`src/rtl/uart_mem_bridge.sv`:
```
`default_nettype none
// ============================================================================
// Module   : uart_mem_bridge
// Purpose  : Byte-oriented command bridge from a UART receiver/transmitter
//            pair to a simple 32-bit word memory port.
//            Commands: 'W' a0 a1 a2 a3 d0 d1 d2 d3 -> write, reply 'K'
//                      'R' a0 a1 a2 a3             -> read, reply 4 data bytes
//            Multi-byte fields are little-endian. An unknown opcode replies
//            '?'. A stalled command is dropped after TIMEOUT_CYCLES idle
//            cycles. Bytes arriving while a command executes are dropped.
// Ports    : clk, rst (async, active-low)
//            rx_byte/rx_valid              - received byte stream
//            tx_byte/tx_en/tx_ready        - transmit byte stream
//            mem_addr/mem_wdata/mem_we/mem_re/mem_rdata/mem_rvalid - memory
//            busy        - any state other than IDLE
//            proto_error - one-cycle pulse on a protocol fault
// Revision : 1.0 - initial release
// ============================================================================
module uart_mem_bridge #(
  parameter logic [31:0] TIMEOUT_CYCLES = 32'd50000000
) (
  input  logic        clk,
  input  logic        rst,
  input  logic [7:0]  rx_byte,
  input  logic        rx_valid,
  output logic [7:0]  tx_byte,
  output logic        tx_en,
  input  logic        tx_ready,
  output logic [31:0] mem_addr,
  output logic [31:0] mem_wdata,
  output logic        mem_we,
  output logic        mem_re,
  input  logic [31:0] mem_rdata,
  input  logic        mem_rvalid,
  output logic        busy,
  output logic        proto_error
);

  localparam logic [7:0] OP_WRITE = 8'h57;
  localparam logic [7:0] OP_READ  = 8'h52;
  localparam logic [7:0] RESP_OK  = 8'h4B;
  localparam logic [7:0] RESP_ERR = 8'h3F;

  typedef enum logic [2:0] {
    IDLE      = 3'd0,
    GET_ADDR  = 3'd1,
    GET_DATA  = 3'd2,
    MEM_WRITE = 3'd3,
    MEM_READ  = 3'd4,
    WAIT_READ = 3'd5,
    SEND      = 3'd6,
    SEND_WAIT = 3'd7
  } state_t;

  state_t      state_q;
  logic        is_write_q;
  logic [1:0]  cnt_q;        // byte index within the current 4-byte field
  logic [31:0] gap_q;        // idle cycles since the last accepted byte
  logic [31:0] resp_q;       // pending response bytes, next byte in [7:0]
  logic [2:0]  resp_left_q;  // response bytes not yet handed to tx
  logic        seen_low_q;   // tx_ready seen low since the last tx_en
  logic [7:0]  tx_byte_q;
  logic        tx_en_q;
  logic [31:0] mem_addr_q;
  logic [31:0] mem_wdata_q;
  logic        mem_we_q;
  logic        mem_re_q;
  logic        perr_q;

  logic        w_exec_state;
  assign w_exec_state = (state_q == MEM_WRITE) || (state_q == MEM_READ) ||
                        (state_q == WAIT_READ) || (state_q == SEND) ||
                        (state_q == SEND_WAIT);

  always_ff @(posedge clk or negedge rst) begin
    if (!rst) begin
      state_q     <= IDLE;
      is_write_q  <= 1'b0;
      cnt_q       <= 2'd0;
      gap_q       <= 32'd0;
      resp_q      <= 32'd0;
      resp_left_q <= 3'd0;
      seen_low_q  <= 1'b0;
      tx_byte_q   <= 8'h00;
      tx_en_q     <= 1'b0;
      mem_addr_q  <= 32'd0;
      mem_wdata_q <= 32'd0;
      mem_we_q    <= 1'b0;
      mem_re_q    <= 1'b0;
      perr_q      <= 1'b0;
    end else begin
      tx_en_q  <= 1'b0;
      mem_we_q <= 1'b0;
      mem_re_q <= 1'b0;
      perr_q   <= 1'b0;

      case (state_q)
        IDLE: begin
          if (rx_valid) begin
            if ((rx_byte == OP_WRITE) || (rx_byte == OP_READ)) begin
              is_write_q <= (rx_byte == OP_WRITE);
              cnt_q      <= 2'd0;
              gap_q      <= 32'd0;
              state_q    <= GET_ADDR;
            end else begin
              resp_q      <= {24'h0, RESP_ERR};
              resp_left_q <= 3'd1;
              perr_q      <= 1'b1;
              state_q     <= SEND;
            end
          end
        end

        GET_ADDR, GET_DATA: begin
          // An arriving byte wins over a timeout in the same cycle.
          if (rx_valid) begin
            gap_q <= 32'd0;
            cnt_q <= cnt_q + 2'd1;
            if (state_q == GET_ADDR) begin
              mem_addr_q[{cnt_q, 3'b000} +: 8] <= rx_byte;
            end else begin
              mem_wdata_q[{cnt_q, 3'b000} +: 8] <= rx_byte;
            end
            if (cnt_q == 2'd3) begin
              // Strobes are raised on entry so they coincide with the
              // MEM_WRITE / MEM_READ state cycle.
              if (state_q == GET_DATA) begin
                mem_we_q <= 1'b1;
                state_q  <= MEM_WRITE;
              end else if (is_write_q) begin
                state_q  <= GET_DATA;
              end else begin
                mem_re_q <= 1'b1;
                state_q  <= MEM_READ;
              end
            end
          end else if ((gap_q + 32'd1) == TIMEOUT_CYCLES) begin
            // The counter would reach the limit on this edge.
            perr_q  <= 1'b1;
            gap_q   <= 32'd0;
            cnt_q   <= 2'd0;
            state_q <= IDLE;
          end else begin
            gap_q <= gap_q + 32'd1;
          end
        end

        MEM_WRITE: begin
          resp_q      <= {24'h0, RESP_OK};
          resp_left_q <= 3'd1;
          state_q     <= SEND;
        end

        MEM_READ: begin
          state_q <= WAIT_READ;
        end

        WAIT_READ: begin
          if (mem_rvalid) begin
            resp_q      <= mem_rdata;
            resp_left_q <= 3'd4;
            state_q     <= SEND;
          end
        end

        SEND: begin
          if (tx_ready) begin
            tx_byte_q   <= resp_q[7:0];
            tx_en_q     <= 1'b1;
            resp_q      <= {8'h00, resp_q[31:8]};
            resp_left_q <= resp_left_q - 3'd1;
            seen_low_q  <= 1'b0;
            state_q     <= SEND_WAIT;
          end
        end

        SEND_WAIT: begin
          // Wait for a full busy/idle handshake of the transmitter.
          if (!tx_ready) begin
            seen_low_q <= 1'b1;
          end else if (seen_low_q) begin
            state_q <= (resp_left_q != 3'd0) ? SEND : IDLE;
          end
        end

        default: begin
          state_q <= IDLE;
        end
      endcase

      if (rx_valid && w_exec_state) begin
        perr_q <= 1'b1;
      end
    end
  end

  assign tx_byte     = tx_byte_q;
  assign tx_en       = tx_en_q;
  assign mem_addr    = mem_addr_q;
  assign mem_wdata   = mem_wdata_q;
  assign mem_we      = mem_we_q;
  assign mem_re      = mem_re_q;
  assign busy        = (state_q != IDLE);
  assign proto_error = perr_q;

endmodule
`default_nettype wire

```
`config.mk`:
```
export PLATFORM = sky130hd
export DESIGN_NAME = uart_mem_bridge
export DESIGN_NICKNAME = d
export VERILOG_FILES = /design/src/rtl/uart_mem_bridge.sv
export SDC_FILE = /design/constraint.sdc
export NUM_CORES = 1
export LEC_CHECK = 0
export ABC_AREA = 1
export CAP_MARGIN = 30
export CORE_MARGIN = 2
export CORE_UTILIZATION = 49
export CTS_CLUSTER_SIZE = 16
export DETAILED_ROUTE_END_ITERATION = 7
export HOLD_SLACK_MARGIN = 0.1
export PLACE_DENSITY = 0.77
export REMOVE_ABC_BUFFERS = 1
export SKIP_CTS_REPAIR_TIMING = 1
export SYNTH_ARGS = -nofsm -noshare
export SYNTH_HDL_FRONTEND = slang
export SYNTH_SLANG_ARGS = --single-unit
```
`constraint.sdc`:
```
create_clock -name clk -period 2.1 [get_ports clk]
set_input_delay 0.21 -clock clk [delete_from_list [all_inputs] [get_ports clk]]
set_output_delay 0.21 -clock clk [all_outputs]
set_load 0.01 [all_outputs]
```
==> impl_metrics.py <==
metrics = {
    "critical_path": {
        "crit_slowest_cell": "dfrtp_1",
        "endpoint": "state_q[1]$_DFFE_PN0P_",
        "cp_common_cell": "nand2_1",
        "path_max_fanout": 8,
        "reg2reg_depth": 16,
        "startpoint_type": "register",
        "startpoint": "gap_q[1]$_DFFE_PN0P_",
        "cp.buffers_inverters": 1,
        "path_delay_family": "simple AND/OR/NAND/NOR gates",
        "cp-end-kind": "register",
        "required_ns": 2.46,
        "crit_type": "reg2reg",
        "r2r_start": "gap_q[1]$_DFFE_PN0P_",
        "cpPeakStageDelay_ns": 0.38,
        "critical_path_cell_count": 16,
        "rr_endpoint": "state_q[1]$_DFFE_PN0P_",
        "crit_chain": "ha_2 -> nand2_2 -> nor2_4 -> nand2_4 -> nor2_4 -> nand2_1 -> nand2_1 -> nand2_1 -> nor2_1 -> nand2_1 -> nor2_2 -> nand3_4 -> nand2_8 -> buf_8 -> nand3_1 -> nand2_1",
        "r2r_slack_ns": -0.16,
        "crit_arrival_ns": 2.61,
    },
    "detailed_routing": {
        "dr_wl_met3_um": 1030,
        "vias": 6806,
        "wire_per_inst_um": 15.6,
        "drt_iter0_drc": 466,
        "wl_met1_um": 8460,
        "vias_per_cell": 5.28,
        "firstDrtPassIters": 6,
        "ant_nets": 0,
        "wl_met2_um": 10200,
        "wirelength_um": 20100,
        "drc": 0,
        "highest_layer": "met4",
    },
    "yosys": {
        "yosysWarningCount": 0,
        "yosys_register_bits": 150,
        "synthesis.area_mm2": 0.00765,
        "syn_inst": 906,
        "ys_seq_area_share_pct": 49.1,
        "synth_cell_types": 40,
        "synth_area_per_cell_um2": 8.44,
    },
    "timing": {
        "worst_slew_pin_slew_ns": 0.445,
        "fin_ws_ns": -0.157,
        "slew_headroom_pct": 70.3,
        "finalHoldViolations": 0,
        "layout_min_cycle_time_ns": 2.26,
        "skew_ns": 0.00860,
        "whs_ns": 0.282,
        "rsz0062_at_grt": "true",
        "drv_slew": 0,
        "min_period_over_period_pct": 107,
        "setup_viol": 24,
        "max_freq_mhz": 443,
    },
    "clocking": {
        "clockBufferDepth": 2,
        "cts.clk_slew.worst_paths_ns": 0.06,
        "cts_tree": "built",
        "htreeDepth": 4,
        "numCtsBuffers": 17,
        "clk_latency_ns": 0.42,
        "cts_sinks": 150,
        "root_buffer": "clkbuf_16",
    },
    "layout": {
        "layout.nets": 1140,
        "final-seq-area_mm2": 0.00376,
        "syn_to_final_growth_pct": 34.0,
        "final_util_pct": 67.4,
        "instances_no_fill": 1288,
        "fill_cells": 1202,
        "final_layout_size_suffix_gt1_share_pct": 19.5,
        "n_antenna_cell": 0,
        "multi_input_area_mm2": 0.00345,
    },
    "power": {
        "power_frac_comb_pct": 40.4,
        "clockPowerShare_pct": 26.0,
        "p_int_uw": 7680,
        "power.density_mw_per_mm2": 1190,
        "sw_frac_of_total_pct": 37.0,
        "total_power_uw": 12200,
        "p_sw_uw": 4510,
        "power_leakage_uw": 0.00469,
        "seq_power_share_pct": 33.6,
        "ir_drop_mv": 0.812,
    },
    "global_route": {
        "antenna_found_initial": 0,
        "grt_usage_pct": 24.8,
        "grt_pass1_wl_um": 32300,
        "grt_overflow": 0,
        "grt_pass1_vias": 6653,
        "grt_max_degree": 57,
    },
    "die": {
        "start_util_pct": 50.3,
        "die_h_um": 129,
        "dieWidth_um": 129,
        "dieArea_mm2": 0.0166,
        "std_cell_rows": 45,
        "ios": 122,
        "core_mm2": 0.0152,
    },
    "placed_design": {
        "dp_hpwl_um": 14200,
        "post-place-cells": 1248,
        "gp_congestion": 0.920,
        "numPortBuffers": 121,
        "dpl_worst_slack_ns": -0.141,
    },
    "status": {
        "outcome": "complete, but fails checks",
        "violations": "setup timing",
    },
    "worst_hold_path": {
        "min_path_type": "in2async",
    },
    "job": {
        "max-cap-violations": 0,
    },
}
[cells by family (layout without fill, tap and decap cells)]
kind of cell               after synthesis  after routing  share of synthesized area, %
and+or+nand+nor                        440            440                          25.1
DFF                                    150            150                          49.1
buffers and inverters                  131            325                          6.86
AOI/OAI and AO/OA                      121            121                          9.60
muxes                                   48             48                          7.07
adders and majority gates                8              8                          1.31
xor gates and xnor gates                 8              8                          1.01
[per-stage QoR]
stage                     TNS (ns)  area, um2
after CTS                    -2.57      10100
final                        -2.93      10200
after floorplan              -8.16       7530
after global placement      -0.415       9460
after detailed placement     -2.09       9460
after global routing         -6.42      10200
[how the worst min path moves through the flow]
stage                       endpoint  cells past startpoint  from
6_report       gap_q[25]$_DFFE_PN0P_                      2   rst
5_1_grt        gap_q[25]$_DFFE_PN0P_                      2   rst
4_1_cts        gap_q[25]$_DFFE_PN0P_                      1   rst
3_5_place_dp   gap_q[25]$_DFFE_PN0P_                      1   rst
3_3_place_gp   gap_q[25]$_DFFE_PN0P_                      1   rst
2_1_floorplan   cnt_q[0]$_DFFE_PN0P_                      0   rst
[placed cells by master, fill, tap and decap left out, types with 8 or more instances in the layout]
| master | instances |
|---|---|
| o21ai_0 | 66 |
| nand2_2 | 13 |
| nand3_1 | 51 |
| mux2_2 | 48 |
| nor2_1 | 94 |
| clkbuf_16 | 17 |
| clkdlybuf4s50_1 | 119 |
| o21ai_1 | 23 |
| inv_2 | 8 |
| nor2_2 | 16 |
| inv_1 | 98 |
| nand2_1 | 240 |
| buf_4 | 52 |
| o22ai_2 | 11 |
| dfrtp_1 | 148 |
[registers in the layout, indices dropped and copies added (netlist names), 2 cells and up]
register,cells
resp_left_q,3
mem_wdata,32
cnt_q,2
tx_byte,8
gap_q,32
state_q,3
mem_addr,32
resp_q,32
[metal layers]
metal  vias to the layer above  track usage [%]
li1                       3276                -
met1                      3261             31.4
met2                       236             42.3
met3                        33             5.16
met4                         0             8.89
met5                         -                0
[cells in the mapped netlist]
cell type	n	area, um2
nand2_1	247	927
dfrtp_1	150	3750
nor2_1	104	390
inv_1	98	368
o21ai_0	67	335
nand3_1	52	260
mux2_2	48	541
o21ai_1	22	110
clkbuf_1	14	52.6
o22ai_2	10	125
inv_2	9	33.8
nor2_2	9	56.3
ha_1	8	100
xor2_1	7	61.3
nand2_2	6	37.5
a21oi_1	5	25.0
buf_2	4	20.0
nor2_4	4	45.0
a221oi_1	3	26.3
buf_4	3	22.5
nand3_2	3	30.0
nand4_1	3	18.8
nor2_8	3	60.1
a221o_1	2	20.0
a31oi_1	2	12.5
a32o_1	2	20.0
clkinv_1	2	7.51
nand2_4	2	22.5
nand3b_1	2	15.0
nor3_1	2	10.0
o211ai_1	2	15.0
o22ai_1	2	12.5
o31ai_1	2	15.0
a2111oi_1	1	10.0
a22oi_1	1	7.51
and2_1	1	6.26
buf_12	1	20.0
nand2_8	1	20.0
nand3_4	1	17.5
xor2_2	1	16.3
[layout make-up]
| cell class | count | share of cell area [%] |
|---|---|---|
| Sequential cell | 150 | 36.7 |
| Tap cell | 188 | 2.30 |
| Inverter | 109 | 4.04 |
| Clock buffer | 19 | 4.32 |
| Clock inverter | 13 | 1.67 |
| Timing Repair Buffer | 184 | 17.3 |
| Multi-Input combinational cell | 625 | 33.7 |
[worst reg2reg max path: stages, from the launching register on]
cell and delay [ns]:
dfrtp_1 0.38, ha_2 0.22, nand2_2 0.08, nor2_4 0.22, nand2_4 0.12, nor2_4 0.15, nand2_1 0.07, nand2_1 0.05
nand2_1 0.06, nor2_1 0.10, nand2_1 0.07, nor2_2 0.13, nand3_4 0.12, nand2_8 0.14, buf_8 0.14, nand3_1 0.07
nand2_1 0.07
[power groups by stage]
stage          clock network, uW  registers, uW  logic [uW]
4_1_cts                     3200           4100        4760
2_1_floorplan                  0           4230        2270
3_3_place_gp                   0           4100        4590
5_1_grt                     3340           4180        5400
3_5_place_dp                   0           4130        4700
6_report                    3160           4100        4930
(Power assumes the default switching activity.)
